File: config.mk
export PLATFORM = sky130hd
export DESIGN_NAME = alu_seq
export DESIGN_NICKNAME = d
export VERILOG_FILES = /design/src/rtl/alu_seq_pkg.sv /design/src/rtl/alu_seq_mul.sv /design/src/rtl/alu_seq.sv
export SDC_FILE = /design/constraint.sdc
export NUM_CORES = 1
export LEC_CHECK = 0
export CORE_AREA = 2 2 72 68
export CTS_BUF_LIST = sky130_fd_sc_hd__clkbuf_8
export CTS_CLUSTER_DIAMETER = 100
export DETAILED_ROUTE_END_ITERATION = 8
export DIE_AREA = 0 0 74 70
export PLACE_DENSITY = 0.8
export SLEW_MARGIN = 40
export SYNTH_ARGS = -nofsm -noshare
export SYNTH_HDL_FRONTEND = slang
export SYNTH_SLANG_ARGS = --single-unit
File: constraint.sdc
create_clock -name i_clk -period 2.1 [get_ports i_clk]
set_clock_uncertainty 0.15 [all_clocks]
set_input_delay 0.21 -clock i_clk [delete_from_list [all_inputs] [get_ports i_clk]]
set_output_delay 0.21 -clock i_clk [all_outputs]
set_load 0.03 [all_outputs]
File: src/rtl/alu_seq_pkg.sv
// Shared types for alu_seq: operation encodings, flag bundle and FSM states.
// The BUSY state exists only when ALU_SEQ_MUL_EN is defined.
package alu_seq_pkg;

  typedef enum logic [2:0] {
    OpAdd = 3'b000,
    OpSub = 3'b001,
    OpOr  = 3'b010,
    OpAnd = 3'b011,
    OpXor = 3'b100,
    OpSll = 3'b101,
    OpSrl = 3'b110,
    OpMul = 3'b111
  } alu_op_e;

  typedef struct packed {
    logic z;
    logic n;
    logic c;
    logic v;
  } alu_flags_t;

`ifdef ALU_SEQ_MUL_EN
  typedef enum logic {
    StIdle = 1'b0,
    StBusy = 1'b1
  } alu_state_e;
`else
  typedef enum logic {
    StIdle = 1'b0
  } alu_state_e;
`endif

  function automatic alu_flags_t mk_flags(input logic zero, input logic neg, input logic carry,
                                          input logic ovf);
    alu_flags_t f;
    f.z = zero;
    f.n = neg;
    f.c = carry;
    f.v = ovf;
    return f;
  endfunction

endpackage

File: src/rtl/alu_seq_mul.sv
// Iterative shift-add multiplier, one multiplier bit per cycle.
// Built only when ALU_SEQ_MUL_EN is defined. i_start latches the operands;
// WIDTH iterations follow, and o_done/o_prod present the final accumulator
// value combinationally during the last iteration so the caller can load it
// on the same edge the multiplier goes idle.
`ifdef ALU_SEQ_MUL_EN
module alu_seq_mul
  import alu_seq_pkg::*;
#(
  parameter int unsigned WIDTH = 8
) (
  input  logic               i_clk,
  input  logic               i_rst,
  input  logic               i_start,
  input  logic [WIDTH-1:0]   i_a,
  input  logic [WIDTH-1:0]   i_b,
  output logic               o_done,
  output logic [2*WIDTH-1:0] o_prod
);

  localparam int unsigned CntW = $clog2(WIDTH);

  logic               r_busy;
  logic [CntW-1:0]    r_cnt;
  logic [2*WIDTH-1:0] r_acc;
  logic [2*WIDTH-1:0] r_mcand;
  logic [WIDTH-1:0]   r_mplier;
  logic [2*WIDTH-1:0] w_acc_next;

  // Accumulate the shifted multiplicand when the current multiplier bit is set.
  always_comb begin
    w_acc_next = r_acc + (r_mplier[0] ? r_mcand : '0);
  end

  assign o_done = r_busy && (r_cnt == CntW'(WIDTH - 1));
  assign o_prod = w_acc_next;

  // Operand latch on start, then one shift-add step per cycle while busy.
  always_ff @(posedge i_clk or posedge i_rst) begin
    if (i_rst) begin
      r_busy   <= 1'b0;
      r_cnt    <= '0;
      r_acc    <= '0;
      r_mcand  <= '0;
      r_mplier <= '0;
    end else if (i_start) begin
      r_busy   <= 1'b1;
      r_cnt    <= '0;
      r_acc    <= '0;
      r_mcand  <= {{WIDTH{1'b0}}, i_a};
      r_mplier <= i_b;
    end else if (r_busy) begin
      r_acc    <= w_acc_next;
      r_mcand  <= {r_mcand[2*WIDTH-2:0], 1'b0};
      r_mplier <= {1'b0, r_mplier[WIDTH-1:1]};
      r_cnt    <= r_cnt + CntW'(1);
      if (o_done) begin
        r_busy <= 1'b0;
        r_cnt  <= '0;
      end
    end
  end

endmodule
`endif

File: src/rtl/alu_seq.sv
// Handshaked ALU: valid/ready in, registered result + {Z,N,C,V} flags out.
// Define ALU_SEQ_MUL_EN to build the multi-cycle shift-add multiplier;
// without it MUL completes in one cycle with a zero result.
module alu_seq
  import alu_seq_pkg::*;
#(
  parameter int unsigned WIDTH = 8
) (
  input  logic             i_clk,
  input  logic             i_rst,
  input  logic             i_valid,
  output logic             o_ready,
  input  logic [WIDTH-1:0] i_a,
  input  logic [WIDTH-1:0] i_b,
  input  logic [2:0]       i_op,
  output logic             o_valid,
  input  logic             i_ready,
  output logic [WIDTH-1:0] o_res,
  output logic [3:0]       o_flags
);

  localparam int unsigned ShiftW = $clog2(WIDTH);

  alu_state_e       r_state;
  alu_state_e       w_state_next;
  logic             r_valid;
  logic [WIDTH-1:0] r_res;
  alu_flags_t       r_flags;

  alu_op_e          w_op;
  logic             w_accept;
  logic             w_drain;
  logic             w_load;
  logic [WIDTH:0]   w_add;
  logic [WIDTH:0]   w_sub;
  logic [WIDTH-1:0] w_alu_res;
  logic             w_alu_c;
  logic             w_alu_v;
  logic [WIDTH-1:0] w_ld_res;
  logic             w_ld_c;
  logic             w_ld_v;

  assign w_op     = alu_op_e'(i_op);
  assign w_accept = i_valid && o_ready;
  assign w_drain  = r_valid && i_ready;

`ifdef ALU_SEQ_MUL_EN
  logic               w_mul_start;
  logic               w_mul_done;
  logic [2*WIDTH-1:0] w_prod;

  assign w_mul_start = w_accept && (w_op == OpMul);
  // The output register is always empty while BUSY, so the final iteration loads directly.
  assign w_load      = w_mul_done || (w_accept && (w_op != OpMul));

  alu_seq_mul #(
    .WIDTH(WIDTH)
  ) u_mul (
    .i_clk  (i_clk),
    .i_rst  (i_rst),
    .i_start(w_mul_start),
    .i_a    (i_a),
    .i_b    (i_b),
    .o_done (w_mul_done),
    .o_prod (w_prod)
  );
`else
  assign w_load = w_accept;
`endif

  // Single-cycle datapath; MUL yields zero here (the multiplier path overrides it when built).
  always_comb begin
    w_add     = {1'b0, i_a} + {1'b0, i_b};
    w_sub     = {1'b0, i_a} - {1'b0, i_b};
    w_alu_res = '0;
    w_alu_c   = 1'b0;
    w_alu_v   = 1'b0;
    case (w_op)
      OpAdd: begin
        w_alu_res = w_add[WIDTH-1:0];
        w_alu_c   = w_add[WIDTH];
        w_alu_v   = (i_a[WIDTH-1] == i_b[WIDTH-1]) && (w_add[WIDTH-1] != i_a[WIDTH-1]);
      end
      OpSub: begin
        w_alu_res = w_sub[WIDTH-1:0];
        // Top bit of the zero-extended difference is the borrow, i.e. a < b.
        w_alu_c   = w_sub[WIDTH];
        w_alu_v   = (i_a[WIDTH-1] != i_b[WIDTH-1]) && (w_sub[WIDTH-1] != i_a[WIDTH-1]);
      end
      OpOr:    w_alu_res = i_a | i_b;
      OpAnd:   w_alu_res = i_a & i_b;
      OpXor:   w_alu_res = i_a ^ i_b;
      OpSll:   w_alu_res = i_a << i_b[ShiftW-1:0];
      OpSrl:   w_alu_res = i_a >> i_b[ShiftW-1:0];
      default: w_alu_res = '0;
    endcase
  end

  // Select what gets written into the output register.
  always_comb begin
    w_ld_res = w_alu_res;
    w_ld_c   = w_alu_c;
    w_ld_v   = w_alu_v;
`ifdef ALU_SEQ_MUL_EN
    if (w_mul_done) begin
      w_ld_res = w_prod[WIDTH-1:0];
      w_ld_c   = |w_prod[2*WIDTH-1:WIDTH];
      w_ld_v   = 1'b0;
    end
`endif
  end

  // Output register: load has priority over drain so accept+drain keeps o_valid high.
  always_ff @(posedge i_clk or posedge i_rst) begin
    if (i_rst) begin
      r_valid <= 1'b0;
      r_res   <= '0;
      r_flags <= '0;
    end else if (w_load) begin
      r_valid <= 1'b1;
      r_res   <= w_ld_res;
      r_flags <= mk_flags((w_ld_res == '0), w_ld_res[WIDTH-1], w_ld_c, w_ld_v);
    end else if (w_drain) begin
      r_valid <= 1'b0;
    end
  end

  // FSM state register.
  always_ff @(posedge i_clk or posedge i_rst) begin
    if (i_rst) begin
      r_state <= StIdle;
    end else begin
      r_state <= w_state_next;
    end
  end

  // FSM next-state logic.
  always_comb begin
    w_state_next = r_state;
`ifdef ALU_SEQ_MUL_EN
    case (r_state)
      StIdle:  if (w_mul_start) w_state_next = StBusy;
      StBusy:  if (w_mul_done) w_state_next = StIdle;
      default: w_state_next = StIdle;
    endcase
`else
    w_state_next = StIdle;
`endif
  end

  // FSM outputs: ready only when idle and the output slot is free or draining.
  always_comb begin
    o_ready = (r_state == StIdle) && (!r_valid || i_ready);
  end

  assign o_valid = r_valid;
  assign o_res   = r_res;
  assign o_flags = r_flags;

endmodule

Yosys cells after proc, flatten, opt, wreduce, memory -nomap -nowiden
Cells that the tools add are included.
{ "op_classes": {"addsub": 2, "n_eq_ne": 10, "n_reduce_logical": 9, "mux": 5, "n_bitwise": 3, "shift": 2} }
{ "ops": {"columns": ["op", "count"], "rows": [
  ["$pmux W8 S7", 1],
  ["$add A8 B8 Y9", 1],
  ["$eq A3 B3 Y1 const B", 3],
  ["$sub A8 B8 Y9", 1],
  ["$and A8 B8 Y8", 1],
  ["$logic_not A8 Y1", 1],
  ["$or A8 B8 Y8", 1],
  ["$shl A8 B3 Y8", 1],
  ["$shr A8 B3 Y8", 1],
  ["$xor A8 B8 Y8", 1],
  ["$eq A3 B2 Y1 const B", 2],
  ["$logic_and A1 B1 Y1", 4],
  ["$pmux W1 S2", 2],
  ["$eq A3 B1 Y1 const B", 1],
  ["$logic_not A3 Y1", 1],
  ["$ne A1 B1 Y1", 3],
  ["$mux W1", 2],
  ["$reduce_bool A2 Y1", 1],
  ["$eq A1 B1 Y1", 1],
  ["$logic_not A1 Y1", 1],
  ["$logic_or A1 B1 Y1", 1]
]} }
{ "word_totals": {"inputBits": 23, "regBits": 13, "word_cells": 37} }

Logic depth before layout (Yosys ltp)
{ "logic_depth": {"ltp_word": 4, "depth_mapped": 10} }

Worst setup path before layout
No wires, ideal clock.
{ "synth_path": {"path_type": "input port to flip-flop", "start": "in i_a[0]", "end": "reg r_flags, in the netlist o_flags[3]", "setup_time_ns": 0.095, "slack_ns": -0.485, "arrival_ns": 2.340, "cell_stages": 8, "path_cell_list": "ha_1 -> fa_1 -> a22o_1 -> o21ai_0 -> nand4_1 -> or4b_1 -> or4_1 -> o31ai_1"} }
{ "synth_between": {"elab_chain_len": 3, "word_cells_on_any_way": 9, "cone_classes": "2 x add/sub; 2 x shift; 1 x mux; 3 x bitwise; 1 x reduce/logical"} }
{ "synth_rtl": {"columns": ["element", "line_no", "rtl"], "rows": [
  ["start, declared", "alu_seq.sv:13", "input logic [WIDTH-1:0] i_a,"],
  ["$sub A8 B8 Y9 (tied with other cells)", "alu_seq.sv:74", "w_sub = {1'b0, i_a} - {1'b0, i_b};"],
  ["$pmux W8 S7 *", "alu_seq.sv:78", "case (w_op)"],
  ["$logic_not A8 Y1 *", "alu_seq.sv:122", "r_flags <= mk_flags((w_ld_res == '0), w_ld_res[WIDTH-1], w_ld_c, w_ld_v);"],
  ["end signal, assigned", "alu_seq.sv:122", null],
  ["end, declared", "alu_seq.sv:28", "alu_flags_t r_flags;"]
]} }
Every way passes the cells marked *; elsewhere a longest branch is shown, timed or not.
A chain may end at the register's enable or synchronous reset.

Final worst setup path
Ends and elaborated chain as after synthesis.

==> out/metrics.yaml <==
cells_and_area:
  synthToLayoutAreaGrowth_pct: 76.3
  final_net_count: 436
  n_fill_cell: 278
  final_layout_size_suffix_gt1_frac: 0.531
  seqCellArea_um2: 300
  antenna_cells: 0
  post_route_standard_cell_area_excluding_fillers_um2: 3770
  area_of_the_multi_input_gates_um2: 1960
  final-instance-count-excl-fill: 449
setup_path:
  path_cells: "buf_8, inv_6, ha_4, fa_2, mux2i_1, xnor2_1, nand2_1, o2111ai_2, or4b_4, or4_4, o31ai_4"
  timing.critical_path.to_type: "flip-flop"
  r2r-end: "o_flags[3]"
  timing.critical_path.from_type: "input port"
  worst_path_largest_cell_delay_ns: 0.51
  rrSetupSlack_ns: -0.17
  critPathKind: "in2reg"
  critical_path.endpoint: "o_flags[3]"
  worstPathRequired_ns: 2.10
  worstSetupStartpoint: "i_a[0]"
  slowest_stage: "sky130_fd_sc_hd__or4b_4"
  timing.critical_path.arrival_ns: 2.62
  critical_path.reg2reg.startpoint: "o_valid"
  crit_path_max_fanout: 3
  timing.reg2reg.worst_path_depth: 7
floorplanning:
  die_w_um: 74
  floorplan.core_area_um2: 4530
  num_rows: 24
  pin_count: 37
  die_y_um: 70
  floorplan.initialDensity: 0.472
  die-area_um2: 5180
sta:
  number_of_hold_violations_in_the_final_report: 0
  maxSlewHeadroom: 0.699
  fin_crit_sh: 1.25
  worst_slack_ns: -0.518
  finish_stage_setup_viols: 7
  fin_tns_setup_ns: -1.29
  maxSlewViolCount: 0
  fin_crit_ns: 2.62
  maxClockFrequency_mhz: 382
  worst_hold_slack_ns: 0.133
  tightest_slew_ns: 0.451
  grt_setup_unrepaired: "true"
logic_synthesis:
  ys_warn_count: 0
  seq_area_frac_synth: 0.140
  cell_area_after_synthesis_um2: 2140
  synth_enable_flop_cells: 0
  post_synth.cell_area_avg_um2: 8.49
  synthTopCellsByCount: "25 x sky130_fd_sc_hd__ha_1, 25 x sky130_fd_sc_hd__inv_1, 18 x sky130_fd_sc_hd__nand2_1"
  postSynth.asyncResetShare: 1.00
  synth_top_area_frac: 0.146
  synth_ff_type: "sky130_fd_sc_hd__dfrtp_1"
  synthDistinctLibCells: 61
  synth_nets: 302
  synthesis.instances: 252
  yosys-top-cells-area: "sky130_fd_sc_hd__ha_1 15%, sky130_fd_sc_hd__dfrtp_1 14%, sky130_fd_sc_hd__mux4_2 5.3%"
  synth.ff_latch_count: 12
  synth_top_cell_by_area: "sky130_fd_sc_hd__ha_1"
power:
  power.density_cell_area_nw_per_um2: 415
  power.static_leakage_uw: 0.00173
  ir_worst_vdd_uv: 274
route:
  ant_nets: 0
  routed_via_density: 5.90
  detail_route.drc_violations: 0
  vias: 2649
  detailedRoute.firstIterationViolations: 198
  drt-wirelength-per-cell_um: 19.2
  detail_route.first_pass.iterations: 5
  detailed_route_wl_um: 8600
global_routing:
  grt_util_all_layers: 0.308
  globalRoute.totalOverflow: 0
  grt_start_max_net_pins: 13
  first_global_vias: 2586
  antenna_violations_before_repair: 0
  global_route_wire_length_before_repair_um: 12500
place:
  detailed_place.area_um2: 3220
  gp_routability_congestion: 1.00
  place_hpwl_um: 5810
  dpl.cell_count: 425
  port_bufs: 36
clocking:
  root_buffer: "sky130_fd_sc_hd__clkbuf_8"
  cts.hold.buffers_added: 0
  numCtsBuffers: 3
  worstSkewPairLatency_ns: 0.24
  clkSlewWorstSetupHoldPaths_ns: 0.05
  clk_path_buf_depth: 2
  tritoncts_num_sinks: 12
  cts.htree.levels: 1
  cts_tree: "built"
status:
  outcome: "finished, violations left"
  violations: "setup timing"
hold_path:
  timing.hold.worst.class: "in2async"
run:
  drv.max_cap_violation_count: 0
-- registers in the layout, indices dropped and copies added (netlist names) --
register and count:
o_res 8, o_flags 3, o_valid 1
-- kinds of logic (layout without fill, tap and decap cells) --
| group | after synthesis | after routing | share of synthesized area |
|---|---|---|---|
| multiplexers | 23 | 23 | 0.156 |
| buffers and inverters | 42 | 174 | 0.0965 |
| adder cells (fa/ha/maj) | 27 | 27 | 0.165 |
| XOR/XNOR | 7 | 7 | 0.0287 |
| AND/OR/NAND/NOR | 70 | 70 | 0.177 |
| flip-flops | 12 | 12 | 0.140 |
| AO/OA/AOI/OAI | 71 | 71 | 0.236 |
-- worst min path at each step --
stage	endpoint	slack (ns)
after global placement	o_res[6]	0.31
after floorplan	o_flags[0]	-0.08
after global routing	o_flags[1]	0.18
after CTS	o_flags[0]	0.15
after detailed placement	o_flags[0]	0.32
final	o_flags[1]	0.13
-- final cells by class --
type                    count  share of cell area
inverters                  25              0.0328
well taps                  65              0.0216
repair buffers            146               0.334
multi-input cells         198               0.521
flip-flops and latches     12              0.0796
clock buffers               3              0.0109
-- worst max-delay path, delay by kind of cell --
kind            cells  cell delay (ns)
mux                 1             0.24
fa+ha+maj           2             0.57
buf+inv             2             0.12
compound gates      2             0.32
xor+xnor            1             0.11
simple gates        3             1.05
-- routing by layer --
metal  up-vias  global-route usage  part of all wire
met2       158               0.529              0.49
met5         -                   0                 0
met1      1256               0.373              0.37
met4         0               0.139             0.058
met3        43              0.0433             0.081
li1       1192                   -                 -
-- through the flow --
step                      power [uW]   util  setup WS (ns)
after floorplan                  768      -         -0.452
after global placement          1120  0.711          -1.10
after detailed placement        1140  0.711          -1.23
after CTS                       1460  0.797         -0.514
after global routing            1640  0.832         -0.568
final                           1570  0.832         -0.518
-- report_power, final --
part / switching (uW) / total, uW / internal [uW]
sequential: 24.0 / 294 / 270
combinational: 515 / 1070 / 550
clock: 79.8 / 206 / 126
total: 619 / 1570 / 946
-- layout by cell type (no fill, tap or decap), types with 5 or more instances in the layout --
master / count
sky130_fd_sc_hd__a21oi_1: 10
sky130_fd_sc_hd__ha_4: 9
sky130_fd_sc_hd__ha_1: 12
sky130_fd_sc_hd__inv_2: 5
sky130_fd_sc_hd__o21ai_1: 6
sky130_fd_sc_hd__clkdlybuf4s50_1: 18
sky130_fd_sc_hd__buf_6: 17
sky130_fd_sc_hd__o21ai_0: 6
sky130_fd_sc_hd__mux4_2: 6
sky130_fd_sc_hd__dlygate4sd2_1: 5
sky130_fd_sc_hd__buf_4: 94
sky130_fd_sc_hd__mux2i_1: 6
sky130_fd_sc_hd__nor2_1: 12
sky130_fd_sc_hd__inv_1: 14
sky130_fd_sc_hd__nand2_1: 18
sky130_fd_sc_hd__a211oi_1: 5
sky130_fd_sc_hd__dfrtp_1: 12
-- timing repair --
item                       4_1_cts  5_1_grt
setup endpoints to repair       11        9
setup buffers                   17       16
resized for setup              108       45
hold endpoints to repair         0        0
pin swaps                       26       31
No activity file was read; power rests on OpenSTA's default activity.
==> RTL edit 1: new RTL, config.mk and constraints unchanged <==
Set the parameter `WIDTH` to 4 (it was 8).
--- a/src/rtl/alu_seq.sv
+++ b/src/rtl/alu_seq.sv
@@ -4,7 +4,7 @@
 module alu_seq
   import alu_seq_pkg::*;
 #(
-  parameter int unsigned WIDTH = 8
+  parameter int unsigned WIDTH = 4
 ) (
   input  logic             i_clk,
   input  logic             i_rst,
Ports: changed (resized i_a, i_b and o_res); port bits go from 37 to 25. No check against the original RTL was run, so the function may have changed too.
==> RTL edit 1 against the unedited design <==
  * Area after synthesis decreased by 49%
  * Combinational power decreased by 60%
  * Setup slack better by 0.55 ns
  * Global-route usage fell by 19 points
  * Final cell count fell by 46%
  * Total power decreased by 48%
  * Final area decreased by 53%
  * Count of clock-buffer cells in the layout did not move
  * Routed wire length is 66% lower
  * Sequential cell count is 4 lower
  * Critical path type unchanged
  * Critical endpoint unchanged
  * Highest routed layer unchanged
==> RTL edit 1: results (changes against the unedited design) <==
[setup_path]
ff2ff_path_depth = 5  ; -2
path_max_fanout = 3  ; unchanged
regToRegEndpoint = o_flags[3]
r2r-start = o_valid
crit_arrival_ns = 2.05  ; -0.57 ns
rrSetupSlack_ns = 0.64  ; +0.81 ns

[finish]
largest_reg_flops = 4  ; -4
fin_cells = 243  ; -46%
fillCellCount = 451  ; +62%
final_nets = 210  ; -52%
drive_gt1_share_pct = 38.8  ; -14 points

[yosys]
seq_area_frac_synth_pct = 18.4  ; +4.4 points
synth_cell_types = 46  ; -25%
syn_nets = 153  ; -49%
synth_common_cells = ha_1 (13), inv_1 (13), a21oi_1 (9)
ys_top_cells_by_area = dfrtp_1 (18%), ha_1 (15%), inv_1 (4.5%)
synthFlopType = dfrtp_1
synthArstFlopShare_pct = 100  ; unchanged
avgSynthCellArea_sq_um = 8.85  ; +4.2%

[global_route]
grt_pass1_vias = 1052  ; -59%
gr-usage-all-layers_pct = 11.5  ; -19 points
grt_pass1_wl_microns = 4800  ; -62%
antenna_found_initial = 0  ; unchanged
grt_max_degree = 15  ; +2

[pwr]
irDropWorstVdd_mv = 0.212  ; -23%
switchingPower_uw = 284  ; -54%
p_leak_nw = 0.804  ; -53%

[detailed_routing]
firstDrtPassIters = 4  ; -1
num_vias = 1091  ; -59%
drt_iter0_drc = 35  ; -82%
routed_wl_microns = 2910  ; -66%
dr_wl_met3_microns = 143  ; -80%
top_layer_used = met4
wl_met1_microns = 1250  ; -61%
dr_wl_met2_microns = 1500  ; -64%

[worst_hold_path]
min_path_type = in -> async

[sta]
holdWs_ns = 0.0811  ; -0.0520 ns
maxSlewHeadroom_pct = 78.7  ; +8.8 points

[cts]
insertion_delay_ns = 0.23
cts_inserted_buffers = 3  ; unchanged
postCtsHoldBufs = 0  ; unchanged
clock_path_buffers = 2  ; unchanged
cts-root-buf = clkbuf_8

[placed_design]
hpwlAfterDp_microns = 2320  ; -60%
port_buffers = 24  ; -33%
gp_congestion = 0.853  ; -15%

[status]
status = finished, final reports clean

## RTL edit 1: cell count changes after synthesis, moves of 4 or more
cell      change
a211oi_1      -4
a21oi_1       -4
a221oi_1      -5
clkbuf_1      -4
dfrtp_1       -4
ha_1         -12
inv_1        -12
mux2_2        -4
mux2i_1       -5
mux4_2        -4
nand2_1      -15
nor2_1        -9
o21ai_0      -10
## RTL edit 1: worst max-delay path by stage
stage,to,slack [ns],from
final,o_flags[3],0.03,i_b[0]
after global routing,o_res[3],-0.02,i_a[3]
after CTS,o_res[2],0.009,i_a[0]
after detailed placement,o_flags[3],-0.69,i_b[0]
after global placement,o_flags[3],-0.64,i_b[0]
after floorplan,o_flags[3],0.02,i_b[1]
## RTL edit 1: cell families (layout without fill, tap and decap cells)
family	count (synthesis)	in the layout	synth area share [%]
buffers and inverters	21	76	10.1
and+or+nand+nor	35	35	19.4
AOI/OAI and AO/OA	29	29	18.7
xor gates and xnor gates	6	6	4.83
DFF	8	8	18.4
adders and majority gates	15	15	18.6
muxes	9	9	9.88
## RTL edit 1: through the flow
stage                     instance area, sq um  setup slack [ns]
after floorplan                           1120            0.0160
after global placement                    1630            -0.635
after detailed placement                  1630            -0.693
after CTS                                 1720           0.00883
after global routing                      1750           -0.0226
final                                     1750            0.0303
## RTL edit 1: power by group through the flow
stage / Clock (mW) / Combinational [mW] / Sequential, mW
final: 0.181 / 0.433 / 0.193
after floorplan: 0 / 0.189 / 0.242
after global placement: 0 / 0.400 / 0.194
after CTS: 0.187 / 0.425 / 0.193
after detailed placement: 0 / 0.411 / 0.195
after global routing: 0.192 / 0.465 / 0.196
## RTL edit 1: repair_timing
action                                  CTS  global route
setup buffers                             1             1
gates resized for setup                  31            10
pin swaps                                 8             9
gates cloned                              0             0
endpoints found under the setup margin    6             3
## RTL edit 1: per-layer routing
layer	up-vias	GRT usage [%]
met5	-	0
met2	33	20.0
met3	2	1.88
met1	514	14.4
met4	0	3.23
li1	542	-
## RTL edit 1: final cells by class
| cell class | instances | area share [%] |
|---|---|---|
| Inverter | 13 | 2.92 |
| Tap cell | 65 | 4.64 |
| Timing Repair Buffer | 60 | 29.2 |
| Sequential cell | 8 | 11.4 |
| Multi-Input combinational cell | 94 | 49.5 |
| Clock buffer | 3 | 2.35 |
## RTL edit 1: worst max-delay path, stage by stage
cell and delay (ns):
buf_8 0.11, ha_4 0.15, fa_2 0.35, nor2b_4 0.14, xnor2_1 0.15, nor3_1 0.07
or4_4 0.54, o41ai_2 0.33
==> RTL edit 2: new RTL, same flow settings <==
Without the edit above. Register the output `o_flags` once more, without a reset; this adds one clock of latency there. The other outputs are not delayed to match.
--- a/src/rtl/alu_seq.sv
+++ b/src/rtl/alu_seq.sv
@@ -155,7 +155,9 @@
 
   assign o_valid = r_valid;
   assign o_res   = r_res;
-  assign o_flags = r_flags;
+  always_ff @(posedge i_clk) begin
+    o_flags <= r_flags;
+  end
 
 endmodule
 
Function: changed (a bounded check fails within 4 cycles, from zero or initial values and one cycle with i_rst high).
==> RTL edit 2 against the unedited design <==
  * The run still ends with negative setup slack left
  * Total power is 8.3% higher
  * Area after synthesis is 0.99% higher
  * Final area is 1.3% lower
  * Largest cell class unchanged
  * Setup slack better by 0.23 ns
  * Synthesized cell count is 2.0% higher
  * Die area stayed put
  * Sequential cell count is 4 higher
  * Routed wire length is 8.1% lower
==> RTL edit 2: results (changes against the unedited design) <==
[status]
status = finished with violations
violations = negative setup slack

[finish]
drive_gt1_share_pct = 48.0  ; -5.1 points
final_nets = 426  ; -2.3%
antenna_cells = 0  ; unchanged

[yosys]
seq_area_frac_synth_pct = 17.6  ; +3.6 points
synth_cell_types = 56  ; -8.2%
synthArstFlopShare_pct = 75.0  ; -25 points
syn_nets = 307  ; +1.7%
ys_top_cells_by_area = ha_1 (14%), dfrtp_1 (14%), mux2i_1 (7.9%)
synth_common_cells = ha_1 (25), inv_1 (24), nand2_1 (18)

[pwr]
p_leak_nw = 1.69  ; -2.5%
p_sw_share_pct = 38.8  ; -0.71 points
combPwrFrac_pct = 61.3  ; -6.8 points
irDropWorstVdd_mv = 0.307  ; +12%
power_frac_seq_pct = 22.7  ; +3.9 points

[global_route]
use_met1_pct = 36.6  ; -0.77 points
grt_max_degree = 15  ; +2
gr-usage-all-layers_pct = 30.3  ; -0.52 points
grt.met2_usage_pct = 54.1  ; +1.2 points
grt.met3_usage_pct = 3.75  ; -0.58 points
grt_pass1_wl_microns = 12300  ; -1.2%

[detailed_routing]
wl_per_cell_microns = 18.0  ; -6.2%
dr_wl_met2_microns = 4110  ; -2.3%
dr_wl_met3_microns = 571  ; -18%
num_vias = 2641  ; -0.30%
firstDrtPassIters = 4  ; -1
drt_iter0_drc = 184  ; -7.1%
wl_met1_microns = 2940  ; -8.2%

[sta]
finalSetupViolations = 6  ; -1
setup_ws_ns = -0.284  ; +0.234 ns
worstMarginPinSlew_ns = 0.508  ; +0.0573 ns
holdWs_ns = 0.119  ; -0.0141 ns

[setup_path]
crit_end = o_res[7]
crit_start = i_a[2]
regToRegEndpoint = r_flags[3]
crit_arrival_ns = 2.37  ; -0.25 ns
rrSetupSlack_ns = 0.28  ; +0.45 ns
ff2ff_path_depth = 8  ; +1

[cts]
insertion_delay_ns = 0.25
cts_inserted_buffers = 3  ; unchanged
htree_levels = 1  ; unchanged

[placed_design]
hpwlAfterDp_microns = 5490  ; -5.5%
pre_cts_slack_ns = -0.935  ; +0.299 ns
gp_congestion = 0.877  ; -12%

==> RTL edit 2: changes by cell type after synthesis, sizes merged, moves of 3 or more <==
cell    delta
mux2i      +8
o221a      +5
buf        -3
nor2       +3
a31oi      +3
nor3       +4
xnor2      -6
a31o       -3
a211oi     -4
dfxtp      +4
==> RTL edit 2: repair_timing <==
action                                  in CTS  in global routing
gates resized for setup                    108                 35
pin swaps                                   21                 23
endpoints found under the setup margin      11                 10
setup buffers                               10                  3
==> RTL edit 2: through the flow <==
stage | cell area, sq um | power, mW | setup TNS, ns | std cells
floorplan | 2210 | 0.847 | -0.781 | 257
global placement | 3170 | 1.19 | -7.29 | 424
detailed placement | 3170 | 1.21 | -7.67 | 424
CTS | 3560 | 1.59 | -0.939 | 438
global route | 3720 | 1.78 | -1.27 | 440
finish | 3720 | 1.70 | -0.892 | 440
==> RTL edit 2: cell families (layout without fill, tap and decap cells) <==
| family | count (synthesis) | after routing | share of synthesized area, % |
|---|---|---|---|
| buf+inv | 40 | 158 | 7.70 |
| compound gates | 78 | 78 | 27.0 |
| flops | 16 | 16 | 17.6 |
| xor+xnor | 1 | 1 | 0.405 |
| mux | 27 | 27 | 15.7 |
| simple gates | 68 | 68 | 15.2 |
| fa+ha+maj | 27 | 27 | 16.3 |
==> RTL edit 2: worst max-delay path, stage by stage <==
cell     delay [ns]
buf_4          0.13
inv_2          0.06
ha_4           0.21
buf_4          0.13
or2_1          0.32
a31oi_4        0.27
o31ai_4        0.08
a21o_1         0.17
a21o_1         0.17
a311o_1        0.34
mux2_4         0.28
==> RTL edit 2: layout make-up <==
type                            count  area [sq um]
Sequential cell                    16           380
Inverter                           25           104
Tap cell                           65          81.3
Multi-Input combinational cell    201          2020
Fill cell                         260           811
Timing Repair Buffer              129          1080
Clock buffer                        4          55.1
